===== src/rtl/alu_seq_pkg.sv =====
// Shared definitions for the registered ALU: op encoding (unchanged from the
// 4-bit combinational ALU) and the control FSM states.
package alu_seq_pkg;

    localparam logic [2:0] OP_ADD = 3'd0;
    localparam logic [2:0] OP_SUB = 3'd1;
    localparam logic [2:0] OP_AND = 3'd2;
    localparam logic [2:0] OP_XOR = 3'd3;
    localparam logic [2:0] OP_OR  = 3'd4;
    localparam logic [2:0] OP_ROL = 3'd5;
    localparam logic [2:0] OP_ROR = 3'd6;
    localparam logic [2:0] OP_MUL = 3'd7;

    typedef enum logic {
        IDLE = 1'b0,
        MUL  = 1'b1
    } state_e;

endpackage


===== src/rtl/alu_seq_mul.sv =====
// Shift-add multiplier: loads on start, performs one step per clock and
// flags done combinationally on the W-th step so the product lands that edge.
module alu_seq_mul
    import alu_seq_pkg::*;
#(
    parameter int unsigned W = 4
) (
    input  logic             clk,
    input  logic             rst_n,
    input  logic             start,
    input  logic [W-1:0]     a,
    input  logic [W-1:0]     b,
    output logic             done,
    output logic [2*W-1:0]   product
);

    localparam int unsigned CW = $clog2(W);

    logic [2*W-1:0] mcand;
    logic [2*W-1:0] acc;
    logic [2*W-1:0] acc_nx;
    logic [W-1:0]   mplier;
    logic [CW-1:0]  cnt;
    logic           busy;

    always_comb begin
        acc_nx = acc;
        if (mplier[0]) begin
            acc_nx = acc + mcand;
        end
    end

    // Product is the accumulator including the current step, valid with done.
    assign done    = busy && (cnt == CW'(W - 1));
    assign product = acc_nx;

    always_ff @(posedge clk or negedge rst_n) begin
        if (!rst_n) begin
            mcand  <= '0;
            mplier <= '0;
            acc    <= '0;
            cnt    <= '0;
            busy   <= 1'b0;
        end else if (start) begin
            mcand  <= {{W{1'b0}}, a};
            mplier <= b;
            acc    <= '0;
            cnt    <= '0;
            busy   <= 1'b1;
        end else if (busy) begin
            acc    <= acc_nx;
            mcand  <= mcand << 1;
            mplier <= mplier >> 1;
            cnt    <= cnt + 1'b1;
            if (cnt == CW'(W - 1)) begin
                busy <= 1'b0;
            end
        end
    end

endmodule


===== src/rtl/alu_seq.sv =====
// Registered ALU with valid/ready handshakes: single-cycle ops register on the
// accept edge, multiply runs W cycles through the shift-add sub-module.
module alu_seq
    import alu_seq_pkg::*;
#(
    parameter  int unsigned W  = 4,
    localparam int unsigned OW = 2 * W + 1
) (
    input  logic          clk,
    input  logic          rst_n,
    input  logic [W-1:0]  in1,
    input  logic [W-1:0]  in2,
    input  logic [2:0]    op,
    input  logic          in_valid,
    output logic          in_ready,
    output logic [OW-1:0] out,
    output logic          zero,
    output logic          carry,
    output logic          out_valid,
    input  logic          out_ready
);

    localparam int unsigned CW = $clog2(W);

    state_e          state;
    state_e          state_nx;
    logic            accept;
    logic            mul_start;
    logic            mul_done;
    logic [2*W-1:0]  product;
    logic [W:0]      addv;
    logic [W:0]      subv;
    logic [W-1:0]    rolv;
    logic [W-1:0]    rorv;
    logic [CW-1:0]   amt;
    logic [OW-1:0]   res;

    assign in_ready  = (state == IDLE) && (!out_valid || out_ready);
    assign accept    = in_valid && in_ready;
    assign mul_start = accept && (op == OP_MUL);

    alu_seq_mul #(.W(W)) u_mul (
        .clk     (clk),
        .rst_n   (rst_n),
        .start   (mul_start),
        .a       (in1),
        .b       (in2),
        .done    (mul_done),
        .product (product)
    );

    always_comb begin
        addv = {1'b0, in1} + {1'b0, in2};
        subv = {1'b0, in1} - {1'b0, in2};
        amt  = in2[CW-1:0];
        // W is a power of two, so CW-bit index arithmetic wraps modulo W.
        for (int unsigned i = 0; i < W; i++) begin
            rolv[i] = in1[CW'(i) - amt];
            rorv[i] = in1[CW'(i) + amt];
        end
        case (op)
            OP_ADD:  res = OW'(addv);
            OP_SUB:  res = OW'(subv);
            OP_AND:  res = OW'(in1 & in2);
            OP_XOR:  res = OW'(in1 ^ in2);
            OP_OR:   res = OW'(in1 | in2);
            OP_ROL:  res = OW'(rolv);
            OP_ROR:  res = OW'(rorv);
            default: res = '0;
        endcase
    end

    always_comb begin
        state_nx = state;
        case (state)
            IDLE:    if (mul_start) state_nx = MUL;
            MUL:     if (mul_done)  state_nx = IDLE;
            default: state_nx = IDLE;
        endcase
    end

    always_ff @(posedge clk or negedge rst_n) begin
        if (!rst_n) begin
            state <= IDLE;
        end else begin
            state <= state_nx;
        end
    end

    always_ff @(posedge clk or negedge rst_n) begin
        if (!rst_n) begin
            out       <= '0;
            zero      <= 1'b0;
            carry     <= 1'b0;
            out_valid <= 1'b0;
        end else if ((state == MUL) && mul_done) begin
            out       <= {1'b0, product};
            zero      <= (product == '0);
            carry     <= 1'b0;
            out_valid <= 1'b1;
        end else if (accept && (op != OP_MUL)) begin
            out       <= res;
            zero      <= (res == '0);
            carry     <= ((op == OP_ADD) || (op == OP_SUB)) ? res[W] : 1'b0;
            out_valid <= 1'b1;
        end else if (out_ready) begin
            out_valid <= 1'b0;
        end
    end

endmodule


===== config.mk =====
export PLATFORM = sky130hd
export DESIGN_NAME = alu_seq
export DESIGN_NICKNAME = d
export VERILOG_FILES = /design/src/rtl/alu_seq_pkg.sv /design/src/rtl/alu_seq_mul.sv /design/src/rtl/alu_seq.sv
export SDC_FILE = /design/constraint.sdc
export NUM_CORES = 1
export LEC_CHECK = 0
export BUFFER_PORTS_ARGS = -buffer_cell sky130_fd_sc_hd__buf_2
export CORE_ASPECT_RATIO = 1.5
export CORE_MARGIN = 5
export CORE_UTILIZATION = 25
export DETAILED_ROUTE_END_ITERATION = 8
export HOLD_SLACK_MARGIN = 0.06
export PLACE_DENSITY_LB_ADDON = 0.1
export SETUP_SLACK_MARGIN = 0.3
export SYNTH_ARGS = -nofsm -noshare
export SYNTH_HDL_FRONTEND = slang
export SYNTH_SLANG_ARGS = --single-unit

===== constraint.sdc =====
create_clock -name clk -period 2.49 [get_ports clk]
set_clock_uncertainty 0.1 [all_clocks]
set_input_delay 0.1245 -clock clk [delete_from_list [all_inputs] [get_ports clk]]
set_output_delay 0.1245 -clock clk [all_outputs]
set_load 0.02 [all_outputs]

==> impl_metrics.env <==
export IMPL_status="finished, final reports clean"
export IMPL_seqPwrFrac=0.298
export IMPL_cts_sinks=35
export IMPL_min_period_ps=2170
export IMPL_ir_worst_vdd_mv=0.2722
export IMPL_clk_path_buf_depth=2
export IMPL_worst_hold_slack_ps=91.75
export IMPL_io_pins=28
export IMPL_nets=354
export IMPL_ys_types=53
export IMPL_path_common_cell="buf_4"
export IMPL_final_period_utilization=0.8713
export IMPL_drc_errors=0
export IMPL_worst_path_buf_inv=2
export IMPL_coreArea_um2=10480
export IMPL_first_iter_violations=59
export IMPL_r2r_start="u_mul.acc[0]"
export IMPL_required_ps=2580
export IMPL_rr_endpoint="out[4]"
export IMPL_slowest_delay_ps=390
export IMPL_internal_power_mw=2.014
export IMPL_yosys_warnings=0
export IMPL_startpoint="u_mul.acc[0]"
export IMPL_via_per_inst=4.732
export IMPL_critPathCapture="out[4]"
export IMPL_drtAntennaViolNets=0
export IMPL_finalSetupViolCount=0
export IMPL_synthArstFlopShare=1.000
export IMPL_tritoncts="done"
export IMPL_top_layer="met4"
export IMPL_p_leak_nw=1.464
export IMPL_p_comb_frac=0.533
export IMPL_synth_main_ff_cell="dfrtp_1"
export IMPL_avgSynthCellArea_um2=9.555
export IMPL_slew_headroom=0.4417
export IMPL_timing_fmax_mhz=460.9
export IMPL_fp_dieW_um=94.17
export IMPL_die_area_um2=12830
export IMPL_clk_root_buffer_cell="clkbuf_16"
export IMPL_grt_max_degree=36
export IMPL_antenna_found_initial=0
export IMPL_clk_latency_ps=280
export IMPL_synth_area_top_cells="dfrtp_1 33%, ha_1 9.9%, mux2i_1 8.7%"
export IMPL_numCtsBuffers=5
export IMPL_rows=46
export IMPL_wl_met1_um=3215
export IMPL_dr_wl_met2_um=4016
export IMPL_slew_viol_final=0
export IMPL_critPathSlowestCell="dfrtp_1"
export IMPL_grt_overflow=0
export IMPL_via_count=2172
export IMPL_crit_path_start_kind="flip-flop"
export IMPL_met3_wirelength_um=173
export IMPL_cts_clk_slew_worst_paths_ps=50
export IMPL_routed_wl_um=7612
export IMPL_gp_congestion=0.8033
export IMPL_drv_cap=0
export IMPL_nFillCells=1148
export IMPL_ys_seq_elements=35
export IMPL_die_h_um=136.2
export IMPL_cts_max_level=2
export IMPL_syn_area_um2=2656
export IMPL_p_switching_mw=1.410
export IMPL_synth_top_area_share=0.3297
export IMPL_crit_path_max_fanout=3
export IMPL_layout_drive_gt1_share=0.2508
export IMPL_worstPathArrival_ps=2260
export IMPL_powerDensity_nw_per_um2=1038
export IMPL_critPathTopFamily="adder cells"
export IMPL_synth_edf_count=0
export IMPL_path_depth=9
export IMPL_ys_seq_area_frac=0.3297
export IMPL_power_share_switching=0.4118
export IMPL_diodes=0
export IMPL_power_frac_clock=0.169
export IMPL_path_class="reg2reg"
export IMPL_synth_top_cell_by_area="dfrtp_1"
export IMPL_grt_pass1_wl_um=12210
export IMPL_dp_hpwl_um=5732
export IMPL_fin_total_pwr_mw=3.424
export IMPL_r2r_setup_slack_ps=320
export IMPL_cp_end_kind="flip-flop"
export IMPL_port_buffers=26
export IMPL_hold_viol=0
export IMPL_syn_to_final_growth_pct=24.21
export IMPL_reg2reg_depth=9
export IMPL_dr_pass1_iters=4
export IMPL_grtUsageTotal=0.1254
export IMPL_synthesis_nets=316
export IMPL_setup_tns_ps=0
export IMPL_rsz0062_at_grt="yes"
export IMPL_avgRoutedWirePerCell_um=16.58
export IMPL_hold_class="in2reg"
export IMPL_synthCells=278
export IMPL_path_cells="ha_2 -> fa_2 -> a21o_1 -> a21oi_2 -> xnor2_1 -> mux2i_1 -> buf_4 -> buf_4 -> o211ai_1"
export IMPL_worst_slew_pin_slew_ps=837.4
export IMPL_grt_pass1_vias=2252
export IMPL_initial_core_util=0.2536
## Yosys cell counts, types with 6 or more instances
cell type  number
nand2_1        30
buf_2           7
nand2b_1        6
a21oi_1        12
nand3_1         8
nor2_1         29
dfrtp_1        35
inv_1          11
xnor2_1         7
mux2i_1        23
o21ai_0        15
a211oi_1        6
ha_1           21
## per-stage QoR
step / utilization / cell area, um2 / cells / worst slack, ps
detailed placement: 0.2911 / 3049 / 445 / 72.34
global route: 0.3150 / 3299 / 459 / 186.3
CTS: 0.3109 / 3257 / 457 / 301.4
finish: 0.3150 / 3299 / 459 / 320.4
floorplan: - / 2750 / 278 / 284.5
global placement: 0.2911 / 3049 / 445 / 62.51
## layout by cell type, fill, tap and decap left out, types with 7 or more instances in the layout
cell     synthesis  final
mux2i_1         23     23
buf_2            7     26
nor2_1          29     28
nand3_1          8      8
xnor2_1          7      7
inv_1           11      9
o21ai_0         15     15
nand2_1         30     29
ha_1            21     17
a21oi_1         12      9
buf_4            1     15
dfrtp_1         35     34
## layer usage
metal / vias to the layer above / GRT usage
li1: 1067 / -
met1: 1060 / 0.1480
met2: 35 / 0.2224
met3: 10 / 0.01717
met4: 0 / 0.05622
met5: - / 0
## state kept, by name, indices dropped and copies added, names as in the netlist
name / cells
u_mul.cnt: 2
out_valid: 1
carry: 1
u_mul.mcand: 8
u_mul.mplier: 4
u_mul.acc: 8
out: 8
u_mul.busy: 1
zero: 1
state: 1
## worst reg2reg max path, cell delays in order (launching register included)
cell      delay [ps]
dfrtp_1          390
ha_2             220
fa_2             350
a21o_1           190
a21oi_2          150
xnor2_1          120
mux2i_1          100
buf_4            180
buf_4            130
o211ai_1         140
## power groups by stage
| stage | Combinational, mW | Clock (mW) | Sequential [mW] |
|---|---|---|---|
| global route | 2.02 | 0.614 | 1.06 |
| CTS | 1.81 | 0.601 | 1.02 |
| global placement | 1.73 | 0 | 1.02 |
| finish | 1.83 | 0.577 | 1.02 |
| floorplan | 1.17 | 0 | 1.03 |
| detailed placement | 1.73 | 0 | 1.02 |
## worst min-delay path by stage
stage | from | end | cells after the start
2_1_floorplan | rst_n | carry | 0
4_1_cts | in2[2] | u_mul.mplier[2] | 3
6_report | in2[2] | u_mul.mplier[2] | 3
3_5_place_dp | rst_n | u_mul.mplier[2] | 1
3_3_place_gp | rst_n | u_mul.cnt[1] | 1
5_1_grt | in2[2] | u_mul.mplier[2] | 3
## cell type report
type                    count  area [um2]  share of cell area
repair buffers             45       292.8             0.08874
well taps                 144       180.2             0.05461
flip-flops and latches     35       877.1              0.2658
inverters                  11       53.80             0.01631
multi-input cells         218        1767              0.5355
clock buffers               6       128.9             0.03906
## what timing repair did
| item | 4_1_cts | 5_1_grt |
|---|---|---|
| endpoints found under the hold margin | 37 | 0 |
| endpoints found under the setup margin | 7 | 7 |
| buffers inserted | 3 | 2 |
| gates cloned | 0 | 0 |
| pin swaps | 1 | 2 |
| hold buffers | 3 | 0 |
| gates resized for setup | 5 | 5 |
## kinds of logic (layout without fill, tap and decap cells)
group                    Yosys count  after routing  synth area share
AND/OR/NAND/NOR                   88             88            0.1545
buffers and inverters             25             62           0.04286
AO/OA/AOI/OAI                     61             61            0.1611
flip-flops                        35             35            0.3297
other                              1              1          0.001412
XOR/XNOR                          11             11           0.03627
multiplexers                      34             34            0.1602
adder cells (fa/ha/maj)           23             23            0.1140
(Power assumes the default switching activity.)
